## src/rtl/fp_alu_pkg.sv

```systemverilog
// fp_alu_pkg: shared FP32 width, op and state encodings, and the MIN/MAX ordering key
package fp_alu_pkg;
  localparam int FP_W = 32;
  typedef enum logic [1:0] {OP_ADD = 2'd0, OP_SUB = 2'd1, OP_MIN = 2'd2, OP_MAX = 2'd3} op_e;
  typedef enum logic [2:0] {IDLE = 3'd0, LOAD_A = 3'd1, LOAD_B = 3'd2, EXEC = 3'd3, OUT = 3'd4} state_e;
  function automatic logic [FP_W-1:0] key(input logic [FP_W-1:0] x);
    return x[FP_W-1] ? ~x : x ^ 32'h8000_0000;
  endfunction
endpackage

```

## src/rtl/fp_serial_alu_if.sv

```systemverilog
// fp_serial_alu_if: start/op, operand beat stream in, result beat stream out, done/busy/state_out status
interface fp_serial_alu_if #(parameter int BUS_W = 8);
  logic             start;
  logic [1:0]       op;
  logic [BUS_W-1:0] in_data;
  logic             in_valid;
  logic             in_ready;
  logic [BUS_W-1:0] out_data;
  logic             out_valid;
  logic             out_ready;
  logic             done;
  logic             busy;
  logic [2:0]       state_out;
  modport master (
    output start, op, in_data, in_valid, out_ready,
    input  in_ready, out_data, out_valid, done, busy, state_out
  );
  modport slave (
    input  start, op, in_data, in_valid, out_ready,
    output in_ready, out_data, out_valid, done, busy, state_out
  );
endinterface

```

## src/rtl/fp_addsub.sv

```systemverilog
// fp_addsub: combinational IEEE-754 single add/sub, round-to-nearest-even; a, b, sub in, result out
module fp_addsub (
  input  logic [31:0] a,
  input  logic [31:0] b,
  input  logic        sub,
  output logic [31:0] result
);
  logic [31:0] bn, x, y;
  logic [9:0]  ex, ey, d, sh, en, ef;
  logic [26:0] mx, my, ys, norm;
  logic [27:0] sum;
  logic [4:0]  lz;
  logic [24:0] m25;
  logic        rnd;
  always_comb begin
    bn = {b[31] ^ sub, b[30:0]};
    x = (a[30:0] >= bn[30:0]) ? a : bn;
    y = (a[30:0] >= bn[30:0]) ? bn : a;
    ex = {2'b0, x[30:23] | {7'b0, x[30:23] == 8'd0}};
    ey = {2'b0, y[30:23] | {7'b0, y[30:23] == 8'd0}};
    mx = {x[30:23] != 8'd0, x[22:0], 3'b0};
    my = {y[30:23] != 8'd0, y[22:0], 3'b0};
    d = ex - ey;
    ys = (d > 10'd26) ? {26'b0, |my} : (my >> d) | {26'b0, |(my & ~({27{1'b1}} << d))};
    sum = (x[31] == y[31]) ? {1'b0, mx} + {1'b0, ys} : {1'b0, mx} - {1'b0, ys};
    lz = 5'd0;
    for (int i = 0; i < 27; i++) if (sum[i]) lz = 5'(26 - i);
    sh = ({5'b0, lz} < ex - 10'd1) ? {5'b0, lz} : ex - 10'd1;
    norm = sum[27] ? {sum[27:2], |sum[1:0]} : sum[26:0] << sh;
    en = sum[27] ? ex + 10'd1 : ex - sh;
    rnd = norm[2] & (norm[1] | norm[0] | norm[3]);
    m25 = {1'b0, norm[26:3]} + {24'b0, rnd};
    ef = m25[24] ? en + 10'd1 : (m25[23] ? en : 10'd0);
    if (x[30:23] == 8'hff)
      result = (x[22:0] != 23'd0 || (y[30:23] == 8'hff && x[31] != y[31])) ? 32'h7fc0_0000 : x;
    else if (sum == 28'd0)
      result = {x[31] & y[31], 31'd0};
    else if (ef >= 10'd255)
      result = {x[31], 8'hff, 23'd0};
    else
      result = {x[31], ef[7:0], m25[24] ? 23'd0 : m25[22:0]};
  end
endmodule

```

## src/rtl/fp_serial_alu.sv

```systemverilog
// fp_serial_alu: beat-serial FP32 ADD/SUB/MIN/MAX; clk, rst, bus (slave: start/op, in_* beats, out_* beats, done/busy/state_out)
module fp_serial_alu #(parameter int BUS_W = 8) (
  input logic           clk,
  input logic           rst,
  fp_serial_alu_if.slave bus
);
  import fp_alu_pkg::*;
  localparam int BEATS = FP_W / BUS_W;
  localparam int CW = BEATS > 1 ? $clog2(BEATS) : 1;
  state_e          state, nxt;
  logic [CW-1:0]   cnt;
  logic [1:0]      op_r;
  logic [FP_W-1:0] a, b, res, sum;
  logic            done_r, in_fire, out_fire, last;
  assign in_fire  = bus.in_valid & bus.in_ready;
  assign out_fire = bus.out_valid & bus.out_ready;
  assign last     = cnt == CW'(BEATS - 1);
  fp_addsub u_addsub (.a(a), .b(b), .sub(op_r == OP_SUB), .result(sum));
  always_ff @(posedge clk) begin
    if (rst) begin
      state  <= IDLE;
      cnt    <= '0;
      op_r   <= '0;
      a      <= '0;
      b      <= '0;
      res    <= '0;
      done_r <= 1'b0;
    end else begin
      state  <= nxt;
      done_r <= out_fire & last;
      if (state == IDLE && bus.start) begin
        op_r <= bus.op;
        cnt  <= '0;
      end else if (in_fire || out_fire) begin
        cnt <= last ? '0 : cnt + CW'(1);
      end
      if (in_fire && state == LOAD_A) a[cnt*BUS_W +: BUS_W] <= bus.in_data;
      if (in_fire && state == LOAD_B) b[cnt*BUS_W +: BUS_W] <= bus.in_data;
      if (state == EXEC)
        res <= op_r == OP_MIN ? (key(b) < key(a) ? b : a) :
               op_r == OP_MAX ? (key(a) < key(b) ? b : a) : sum;
    end
  end
  always_comb begin
    nxt = state;
    case (state)
      IDLE:    nxt = bus.start ? LOAD_A : IDLE;
      LOAD_A:  nxt = in_fire && last ? LOAD_B : LOAD_A;
      LOAD_B:  nxt = in_fire && last ? EXEC : LOAD_B;
      EXEC:    nxt = OUT;
      OUT:     nxt = out_fire && last ? IDLE : OUT;
      default: nxt = IDLE;
    endcase
  end
  assign bus.in_ready  = state == LOAD_A || state == LOAD_B;
  assign bus.out_valid = state == OUT;
  assign bus.out_data  = bus.out_valid ? res[cnt*BUS_W +: BUS_W] : '0;
  assign bus.busy      = state != IDLE;
  assign bus.state_out = state;
  assign bus.done      = done_r;
endmodule

```

## src/flat_wrapper.sv

```systemverilog
// flat-port wrapper written by rule: the top's interface ports become plain ports
module fp_serial_alu_flat import fp_alu_pkg::*;
#(parameter int BUS_W = 8)
  (clk, rst, bus_start, bus_op, bus_in_data, bus_in_valid, bus_out_ready, bus_in_ready, bus_out_data, bus_out_valid, bus_done, bus_busy, bus_state_out);
  fp_serial_alu_if #(.BUS_W(BUS_W)) bus_i ();
  input logic clk;
  input logic rst;
  input wire logic [$bits(bus_i.start)-1:0] bus_start;
  input wire logic [$bits(bus_i.op)-1:0] bus_op;
  input wire logic [$bits(bus_i.in_data)-1:0] bus_in_data;
  input wire logic [$bits(bus_i.in_valid)-1:0] bus_in_valid;
  input wire logic [$bits(bus_i.out_ready)-1:0] bus_out_ready;
  output wire logic [$bits(bus_i.in_ready)-1:0] bus_in_ready;
  output wire logic [$bits(bus_i.out_data)-1:0] bus_out_data;
  output wire logic [$bits(bus_i.out_valid)-1:0] bus_out_valid;
  output wire logic [$bits(bus_i.done)-1:0] bus_done;
  output wire logic [$bits(bus_i.busy)-1:0] bus_busy;
  output wire logic [$bits(bus_i.state_out)-1:0] bus_state_out;
  assign bus_i.start = bus_start;
  assign bus_i.op = bus_op;
  assign bus_i.in_data = bus_in_data;
  assign bus_i.in_valid = bus_in_valid;
  assign bus_i.out_ready = bus_out_ready;
  assign bus_in_ready = bus_i.in_ready;
  assign bus_out_data = bus_i.out_data;
  assign bus_out_valid = bus_i.out_valid;
  assign bus_done = bus_i.done;
  assign bus_busy = bus_i.busy;
  assign bus_state_out = bus_i.state_out;
  fp_serial_alu #(.BUS_W(BUS_W)) u_core (.clk(clk), .rst(rst), .bus(bus_i));
endmodule
```

## config.mk

```make
export PLATFORM = sky130hd
export DESIGN_NAME = fp_serial_alu_flat
export DESIGN_NICKNAME = d
export VERILOG_FILES = /design/src/rtl/fp_alu_pkg.sv /design/src/rtl/fp_serial_alu_if.sv /design/src/rtl/fp_addsub.sv /design/src/rtl/fp_serial_alu.sv /design/src/flat_wrapper.sv
export SDC_FILE = /design/constraint.sdc
export NUM_CORES = 1
export LEC_CHECK = 0
export ABC_AREA = 1
export BUFFER_PORTS_ARGS = -buffer_cell sky130_fd_sc_hd__buf_2
export CAP_MARGIN = 20
export CORE_MARGIN = 10
export CORE_UTILIZATION = 27
export CTS_CLUSTER_DIAMETER = 100
export DETAILED_ROUTE_END_ITERATION = 10
export GPL_TIMING_DRIVEN = 0
export MAX_ROUTING_LAYER = met4
export PLACE_DENSITY = 0.43
export SYNTH_ARGS = -nofsm -noshare
export SYNTH_HDL_FRONTEND = slang
export SYNTH_HIERARCHICAL = 1
export SYNTH_SLANG_ARGS = --single-unit
```

## constraint.sdc

```tcl
create_clock -name clk -period 14.9 [get_ports clk]
set_input_delay 0 -clock clk [delete_from_list [all_inputs] [get_ports clk]]
set_output_delay 0 -clock clk [all_outputs]
set_load 0.005 [all_outputs]
```

==> reports/metrics.csv <==
stage;metric;value;unit
yosys;yosys_warnings;6;
floorplanning;die-height;276;um
setup_path;cp_slowest_cell;dfxtp_4;
place;dpl_cell_area;18800;um2
cells_and_area;layout_common_cells;nand2_1 (831), nand3_1 (392), inv_1 (351);
setup_path;crit_type;flop to flop;
setup_path;critPathMaxFanout;19;
drt;dr.pass1.iters;6;
cells_and_area;final_cells;4134;
clock_tree;cts.htree.levels;3;
cells_and_area;final_common_cell;nand2_1;
timing;setup_viol;0;
cells_and_area;area_growth;16.7;%
timing;finalHoldViolations;0;
cells_and_area;insertedDiodeCount;0;
setup_path;start_kind;flop;
global_route;globalRouteTotalUtil;20.8;%
timing;max-slew-margin-rel;11.0;%
setup_path;critPathMaxStageDelay;0.43;ns
yosys;seq_area_frac_synth;11.8;%
clock_tree;cts_tree;yes;
floorplanning;std_cell_rows;93;
floorplanning;core;64600;um2
global_route;grt_pass1_wl;119000;um
yosys;ys_types;60;
place;gp_congestion;0.952;
clock_tree;clock-root-buffer;clkbuf_16;
drt;drtAntennaViolNets;0;
floorplanning;die_x;276;um
drt;drt-vias-per-instance;5.12;
timing;finalCritPeriodShare;93.9;%
yosys;synth_ff_type;dfxtp_1;
setup_path;cpMostUsedCell;nand2_1;
drt;drt_iter0_drc;1941;
clock_tree;clk_pin_slew_worst_paths;0.08;ns
setup_path;rrSetupSlack;0.91;ns
clock_tree;clock_sinks;104;
global_route;grt_start_max_net_pins;20;
drt;vias;21150;
run_status;status;complete, no violations;
min_path;hp-class;primary input to flop;
timing;max_freq;71.5;MHz
cells_and_area;fin_nets;3424;
setup_path;required;15.15;ns
timing;maxSlewViolCount;0;
clock_tree;cts_buffers;9;
setup_path;reg2reg_depth;95;
clock_tree;insertion_delay;0.36;ns
floorplanning;start_util;27.3;%
job;cap_viol_max_count;0;
drt;drc;0;
global_route;grt_pass1_vias;19313;
drt;routedWlPerCell;19.4;um
floorplanning;die_area;75900;um2
clock_tree;cts_buffer_depth;2;
setup_path;arrival;14.24;ns
global_route;antenna_found_initial;0;
global_route;grt_overflow;0;
cells_and_area;fin_area;20600;um2
timing;hold_ws;0.0290;ns
yosys;synth.net_count;3328;
yosys;netlist_instances;3178;
yosys;ys_ff_latch;104;
setup_path;end_kind;flop;
place;dp_hpwl;65400;um
min_path;holdPathStages;4;
place;place_inst;4061;
place;numPortBuffers;28;
timing;finalCriticalPeriod;13.99;ns
drt;drt_wl_total;80000;um
timing;skew;0.0120;ns
yosys;synth_edf_count;0;
floorplanning;io_pins;30;
yosys;postSynth.asyncResetShare;0;%
timing;worst_pin_slew;1.32;ns
yosys;synth_area;17600;um2
cells_and_area;drive_gt1_share;13.9;%
yosys;syn_avg_cell_area;5.55;um2
-- final timing paths --
check                               startpoint              to
worst max-delay path               u_core/b[6]   u_core/res[7]
worst min-delay path              bus_in_valid   u_core/cnt[1]
worst max register to register     u_core/b[6]   u_core/res[7]
worst min register to register  u_core/op_r[0]  u_core/op_r[0]
-- area by class of cell --
| cell class | count | area [um2] |
|---|---|---|
| buffer | 145 | 917 |
| clock buffer | 9 | 225 |
| clock inverter | 7 | 86.3 |
| fill | 7529 | 44000 |
| inverter | 373 | 1410 |
| multi-input combinational | 2556 | 14100 |
| sequential | 104 | 2200 |
| tap | 855 | 1070 |
| timing repair buffer | 85 | 593 |
-- routing by layer --
| layer | up-vias | part of all wire, % | GRT usage [%] | wire (um) |
|---|---|---|---|---|
| li1 | 10631 | - | - | - |
| met1 | 9846 | 48 | 28.5 | 38100 |
| met4 | 0 | 2.0 | 4.69 | 1600 |
| met5 | - | 0 | - | 0 |
| met3 | 72 | 4.6 | 1.32 | 3720 |
| met2 | 601 | 46 | 33.1 | 36600 |
-- flip-flops by register name, summed over array words and instances, names as in the netlist --
register and flops:
u_core/a 32, u_core/b 32, u_core/res 32, u_core/bus.state_out 3, u_core/cnt 2, u_core/op_r 2
u_core/bus.done 1
-- through the flow --
step                TNS (ns)  setup slack, ns  utilization (%)
CTS                        0           0.0205             30.1
global placement      -58.93            -2.20             29.2
floorplan                  0             2.31                -
global route           -1.87           -0.127             31.9
detailed placement    -55.16            -2.09             29.2
finish                     0            0.909             31.9
-- kinds of logic after synthesis --
kind of cell / synth area share [%]
buf+inv: 12.8
xor+xnor: 5.40
simple gates: 43.4
flops: 11.8
compound gates: 16.9
fa+ha+maj: 9.66
-- synthesized netlist by cell type (3+ instances only) --
master,count,area (um2)
a211oi_1,6,45.0
buf_4,23,173
clkinv_1,6,22.5
xor2_1,65,569
a31oi_1,11,68.8
nand3_1,406,2030
nand3_2,7,70.1
clkbuf_1,55,206
o21ai_0,222,1110
o21ai_2,8,70.1
a21oi_1,214,1070
nand3b_1,7,52.6
nor2_2,17,106
o21a_1,9,67.6
buf_6,23,259
inv_2,10,37.5
inv_1,356,1340
buf_2,28,140
a21o_1,5,37.5
dfxtp_1,104,2080
o21bai_1,20,150
nand2_2,18,113
ha_1,133,1660
o21ai_1,9,45.0
o31ai_1,9,67.6
or2_2,12,75.1
buf_1,13,48.8
nor2_1,338,1270
clkbuf_4,3,22.5
nand2_4,5,56.3
nand2_1,852,3200
nor2_4,3,33.8
xnor2_1,40,350
nand4_1,43,269
o211ai_1,5,37.5
nor4_1,13,81.3
nor3_1,46,230
a221oi_1,4,35.0
-- what timing repair did --
action / in CTS / in global routing
hold buffers: 3 / 0
setup buffers: 10 / 40
pin swaps: 8 / 66
gates resized for setup: 64 / 223
gates cloned: 0 / 2
hold endpoints to repair: 3 / 0
setup endpoints to repair: 31 / 31
-- worst max-delay path, delay by kind of cell (launching register included) --
family          cells  cell delay, ns
xor+xnor            1            0.26
compound gates     18            3.27
fa+ha+maj           6            1.40
flops               1            0.43
buf+inv            13            1.51
simple gates       57            6.96
Power is not shown: default switching activity piles up to over one toggle a cycle in this logic, so the estimate is an artifact.
